File: src/rtl/lane_reorder_stage.sv
// Byte-lane reordering stage with a two-entry elastic buffer on a valid/ready output.
// Optional stall counter port enabled by defining LANE_REORDER_DEBUG_EN.
module lane_reorder_stage #(
  parameter int DATA_W = 32
) (
  input  logic              clk,
  input  logic              rst,
  input  logic              in_valid,
  output logic              in_ready,
  input  logic [DATA_W-1:0] in_data,
  input  logic [1:0]        in_mode,
  output logic              out_valid,
  input  logic              out_ready,
  output logic [DATA_W-1:0] out_data
`ifdef LANE_REORDER_DEBUG_EN
  ,
  output logic [15:0]       debug_stall_cnt
`endif
);

  localparam int NB = DATA_W / 8;

  // Occupancy-encoded states
  localparam logic [1:0] ST_EMPTY = 2'd0;
  localparam logic [1:0] ST_ONE   = 2'd1;
  localparam logic [1:0] ST_FULL  = 2'd2;

  logic [DATA_W-1:0] rev_w;
  logic [DATA_W-1:0] swp_w;
  logic [DATA_W-1:0] rep_w;
  logic [DATA_W-1:0] xf_w;

  genvar gi;
  generate
    for (gi = 0; gi < NB; gi++) begin : g_lane
      assign rev_w[gi*8 +: 8] = in_data[(NB-1-gi)*8 +: 8];
      assign swp_w[gi*8 +: 8] = in_data[(gi^1)*8 +: 8];
      assign rep_w[gi*8 +: 8] = in_data[7:0];
    end
  endgenerate

  always_comb begin
    case (in_mode)
      2'd0:    xf_w = in_data;
      2'd1:    xf_w = rev_w;
      2'd2:    xf_w = swp_w;
      default: xf_w = rep_w;
    endcase
  end

  logic [1:0]        state_reg;
  logic [1:0]        state_next;
  logic [DATA_W-1:0] head_reg;
  logic [DATA_W-1:0] head_next;
  logic [DATA_W-1:0] tail_reg;
  logic [DATA_W-1:0] tail_next;
  logic              in_ready_reg;
  logic              accept;
  logic              pop;

  assign accept    = in_valid && in_ready_reg;
  assign pop       = out_valid && out_ready;
  assign in_ready  = in_ready_reg;
  assign out_valid = (state_reg != ST_EMPTY);
  assign out_data  = head_reg;

  always_comb begin
    state_next = state_reg;
    head_next  = head_reg;
    tail_next  = tail_reg;
    case (state_reg)
      ST_EMPTY: begin
        if (accept) begin
          state_next = ST_ONE;
          head_next  = xf_w;
        end
      end
      ST_ONE: begin
        if (accept && !pop) begin
          state_next = ST_FULL;
          tail_next  = xf_w;
        end else if (!accept && pop) begin
          state_next = ST_EMPTY;
        end else if (accept && pop) begin
          head_next  = xf_w;
        end
      end
      ST_FULL: begin
        if (pop) begin
          state_next = ST_ONE;
          head_next  = tail_reg;
        end
      end
      default: state_next = ST_EMPTY;
    endcase
  end

  always_ff @(posedge clk or posedge rst) begin
    if (rst) begin
      state_reg    <= ST_EMPTY;
      head_reg     <= '0;
      tail_reg     <= '0;
      in_ready_reg <= 1'b1;
    end else begin
      state_reg    <= state_next;
      head_reg     <= head_next;
      tail_reg     <= tail_next;
      // Registered copy of the next-state FULL decode keeps in_ready glitch-free
      in_ready_reg <= (state_next != ST_FULL);
    end
  end

`ifdef LANE_REORDER_DEBUG_EN
  logic [15:0] stall_cnt_reg;

  always_ff @(posedge clk or posedge rst) begin
    if (rst) begin
      stall_cnt_reg <= 16'h0000;
    end else if (out_valid && !out_ready && (stall_cnt_reg != 16'hFFFF)) begin
      stall_cnt_reg <= stall_cnt_reg + 16'd1;
    end
  end

  assign debug_stall_cnt = stall_cnt_reg;
`endif

endmodule

File: config.mk
export PLATFORM = sky130hd
export DESIGN_NAME = lane_reorder_stage
export DESIGN_NICKNAME = d
export VERILOG_FILES = /design/src/rtl/lane_reorder_stage.sv
export SDC_FILE = /design/constraint.sdc
export NUM_CORES = 1
export LEC_CHECK = 0
export CAP_MARGIN = 20
export CORE_MARGIN = 5
export CORE_UTILIZATION = 41
export CTS_CLUSTER_SIZE = 12
export DETAILED_ROUTE_END_ITERATION = 12
export GPL_ROUTABILITY_DRIVEN = 0
export SLEW_MARGIN = 10
export SYNTH_ARGS = -nofsm -noshare
export SYNTH_HDL_FRONTEND = slang
export SYNTH_SLANG_ARGS = --single-unit
File: constraint.sdc
create_clock -name clk -period 2.8 [get_ports clk]
set_clock_uncertainty 0.05 [all_clocks]
set_input_delay 0.56 -clock clk [delete_from_list [all_inputs] [get_ports clk]]
set_output_delay 0.56 -clock clk [all_outputs]
set_load 0.02 [all_outputs]
* After elaboration in Yosys (flattened, before gate mapping)
Index checks and enable logic that the tools add are counted. W data, S select, Z words.
Cells by class: multiplexer cells 12, equality and inequality tests 10, reduce and logical (&&, ||, !) cells 13
Operators with widths (count):
- $pmux W32 S3 | 2
- $mux W32 | 5
- $ne A2 B2 Y1 const B | 6
- $mux W2 | 4
- $pmux W2 S3 | 1
- $reduce_and A6 Y1 | 1
- $logic_and A1 B1 Y1 | 5
- $eq A2 B1 Y1 const B | 2
- $eq A2 B2 Y1 const B | 2
- $logic_not A2 Y1 | 2
- $reduce_bool A3 Y1 | 1
- $logic_not A1 Y1 | 2
- $reduce_and A2 Y1 | 1
- $reduce_bool A2 Y1 | 1
Storage, ports and cells: logic and storage cells 39, input port bits 38, register bits 67, output and inout bits 34

* Logic depth before layout (Yosys ltp)
depth after elaboration 7, gate-level depth with buffers 6, mapped depth without buffers 3

* Least setup slack after synthesis
No wires, ideal clock.
path kind register to output, from register state_reg[1], to output out_valid, path slack 1.066 ns, required time 2.190 ns, cell stages (with the launch flop) 4, path buffers 2, data arrival time 1.124 ns, cell sequence dfrtp_1 buf_2 clkbuf_1 or2_2
Between the ends: cells in the longest elaborated chain, start to end 1
Ends and longest elaborated chain:
- start, declared | line 51 | logic [1:0] state_reg;
- start signal, assigned | line 105 | state_reg <= state_next;
- $reduce_bool A2 Y1 | line 64 | assign out_valid = (state_reg != ST_EMPTY);
- end, declared | line 12 | output logic out_valid,
Every way passes these cells.

* Final worst setup path
from register state_reg[0], to output out_valid
The elaborated chain is that of the path after synthesis.

==> flow_metrics.tcl <==
set metrics [dict create \
    grt_pass1_wl_um 22500 \
    num-fill-cells 933 \
    cts.clk_slew.worst_paths_ns 0.07 \
    via_count 4060 \
    avgViaCountPerCell 6.32 \
    drive_gt1_share_pct 18.4 \
    drtIter0Drc 253 \
    fin_crit_sh_pct 80.8 \
    synth_cell_type_count 40 \
    cts_resized 0 \
    root_buffer "clkbuf_8" \
    hold_viol 0 \
    grt_pass1_vias 4024 \
    ctsHoldBuffers 0 \
    cts_tree "built" \
    worst_ir_drop_vdd_v 0.000468 \
    postCtsSetupRepairBufs 0 \
    grt_max_degree 63 \
    drc 0 \
    ys.flop_type "dfrtp_1" \
    routed_wl_um 14200 \
    synth_area_um2 4350 \
    area_growth_pct 24.3 \
    worstSkewPairLatency_ns 0.35 \
    dr.pass1.iters 5 \
    wire_per_inst_um 22.1 \
    synth_seq_cells 67 \
    synth_nets 484 \
    core-area_um2 10300 \
    setup_viol 0 \
    power.density_nw_per_um2 927 \
    outcome "complete, no violations" \
    ant_nets 0 \
    num_rows 37 \
    critPathMaxFanout 8 \
    hp-class "reg2reg" \
    arrival_ns 1.65 \
    min_period_ns 2.26 \
    crit_required_ns 2.19 \
    htreeDepth 3 \
    die_h_um 113 \
    yosysWarnings 0 \
    nNetsFinal 539 \
    antennaDiodeCount 0 \
    finalInstanceArea_um2 5410 \
    async_flop_share_pct 100 \
    io_buffers 71 \
    start_kind "flip-flop" \
    netlist_instances 446 \
    max_freq_ghz 0.442 \
    post_dp_cell_area_um2 5180 \
    p_leak_nw 2.14 \
    cp-end-kind "output port" \
    rsz0062_at_grt "false" \
    place_hpwl_um 9110 \
    antenna_found_initial 0 \
    maxCapViolCount 0 \
    slew_headroom_pct 51.7 \
    cts_sinks 67 \
    yosysSeqAreaShare_pct 38.5 \
    numCtsBuffers 9 \
    avgSynthCellArea_um2 9.76 \
    die_x_um 113 \
    slew_viol_final 0 \
    setup-tns-final_ns 0 \
    worst_pin_slew_ns 0.725 \
    grt_overflow 0 \
    cts_buffer_depth 2 \
    die-area_um2 12800 \
    start_util_pct 42.2 \
    crit_type "reg2out" \
    grt_usage_pct 22.5 \
    ios 72 \
    synth_edf_count 0 \
]
-- cells in the mapped netlist (2+ instances only) --
| cell type | count | area share, % |
|---|---|---|
| dfrtp_1 | 66 | 38 |
| o21ai_0 | 58 | 6.7 |
| mux2_2 | 38 | 9.8 |
| mux2i_1 | 36 | 8.3 |
| nor2_1 | 32 | 2.8 |
| buf_2 | 20 | 2.3 |
| nand2_1 | 18 | 1.6 |
| or3_1 | 18 | 2.6 |
| a311oi_1 | 17 | 3.4 |
| nand2b_1 | 17 | 2.4 |
| a41oi_1 | 16 | 3.2 |
| clkbuf_1 | 16 | 1.4 |
| nand3_1 | 15 | 1.7 |
| nor3_1 | 15 | 1.7 |
| o311ai_0 | 15 | 3.0 |
| o41ai_2 | 10 | 3.7 |
| buf_4 | 6 | 1.0 |
| o41ai_1 | 5 | 1.0 |
| buf_6 | 2 | 0.52 |
| clkbuf_2 | 2 | 0.23 |
| inv_1 | 2 | 0.17 |
| nand3b_1 | 2 | 0.34 |
| nor2b_1 | 2 | 0.29 |
| o21ai_1 | 2 | 0.23 |
-- cell families (layout without fill, tap and decap cells) --
| logic type | count (synthesis) | count (layout) | share of synthesized area, % |
|---|---|---|---|
| buffers and inverters | 50 | 110 | 5.81 |
| multiplexers | 74 | 74 | 18.1 |
| AO/OA/AOI/OAI | 131 | 131 | 23.3 |
| AND/OR/NAND/NOR | 124 | 124 | 14.2 |
| flip-flops | 67 | 67 | 38.5 |
-- worst max-delay path: stages, from the launching register on --
cell	delay, ns
dfrtp_1	0.45
or2_2	0.31
clkdlybuf4s50_1	0.55
-- routing by layer --
layer / share of wire (%) / vias up / track usage [%] / wire (um)
met5: 0 / - / 0 / 0
li1: - / 1809 / - / -
met1: 45 / 2033 / 33.0 / 6440
met4: 1.5 / 0 / 6.01 / 218
met3: 7.2 / 23 / 4.28 / 1020
met2: 46 / 195 / 33.9 / 6490
-- where the power goes --
| part | internal, mW | total (mW) | switching (mW) | leakage (nW) |
|---|---|---|---|---|
| combinational | 1.05 | 2.32 | 1.27 | 1.23 |
| sequential | 1.44 | 1.75 | 0.315 | 0.802 |
| clock | 0.526 | 0.938 | 0.412 | 0.108 |
| total | 3.01 | 5.01 | 2.00 | 2.14 |
-- area by class of cell --
type                            count  area [um^2]  area share (%)
Multi-Input combinational cell    329         2420            44.8
Sequential cell                    67         1680            31.0
Timing Repair Buffer               91          901            16.7
Tap cell                          136          170            3.15
Clock buffer                       10          138            2.54
Clock inverter                      6         88.8            1.64
Inverter                            3         11.3           0.208
-- cells in the final DEF, fill, tap and decap left out, drive strengths merged, types with 2 or more instances in the layout --
cell / Yosys / final
dfrtp: 66 / 66
clkbuf: 18 / 10
nor2: 33 / 33
clkdlybuf4s50: 0 / 69
bufinv: 0 / 2
buf: 29 / 22
o21ai: 60 / 60
a31oi: 2 / 2
nor3: 15 / 15
o41ai: 15 / 15
clkinv: 1 / 3
or3: 18 / 18
nand2: 18 / 18
nor2b: 2 / 2
nand3b: 2 / 2
clkinvlp: 0 / 2
a41oi: 16 / 16
nand3: 15 / 15
o311ai: 15 / 15
a311oi: 17 / 17
inv: 2 / 2
nand2b: 17 / 17
mux2: 38 / 38
mux2i: 36 / 36
-- metrics by stage --
step	total power [mW]	std cells	setup WS, ns	utilization, %	hold WS, ns
after floorplan	3.07	446	0.508	-	0.400
after global placement	4.03	626	0.444	50.2	0.418
after detailed placement	4.08	626	0.379	50.2	0.440
after CTS	5.03	642	0.516	52.4	0.457
after global routing	5.29	642	0.470	52.4	0.463
final	5.01	642	0.539	52.4	0.451
-- path summary, 6_finish.rpt --
path	cells past startpoint	slack, ns	endpoint	startpoint
hold reg to reg	1	0.45	tail_reg[31]$_DFFE_PP0P_	tail_reg[31]$_DFFE_PP0P_
setup reg to reg	5	0.92	out_data[14]$_DFFE_PP0P_	state_reg[1]$_DFF_PP0_
setup / recovery	2	0.54	out_valid	state_reg[0]$_DFF_PP0_
hold / removal	1	0.45	tail_reg[31]$_DFFE_PP0P_	tail_reg[31]$_DFFE_PP0P_
min in group asynchronous	2	0.52	out_data[16]$_DFFE_PP0P_	rst
max in group asynchronous	3	1.54	out_data[31]$_DFFE_PP0P_	rst
Note: power is estimated with default switching activity, not from simulation.
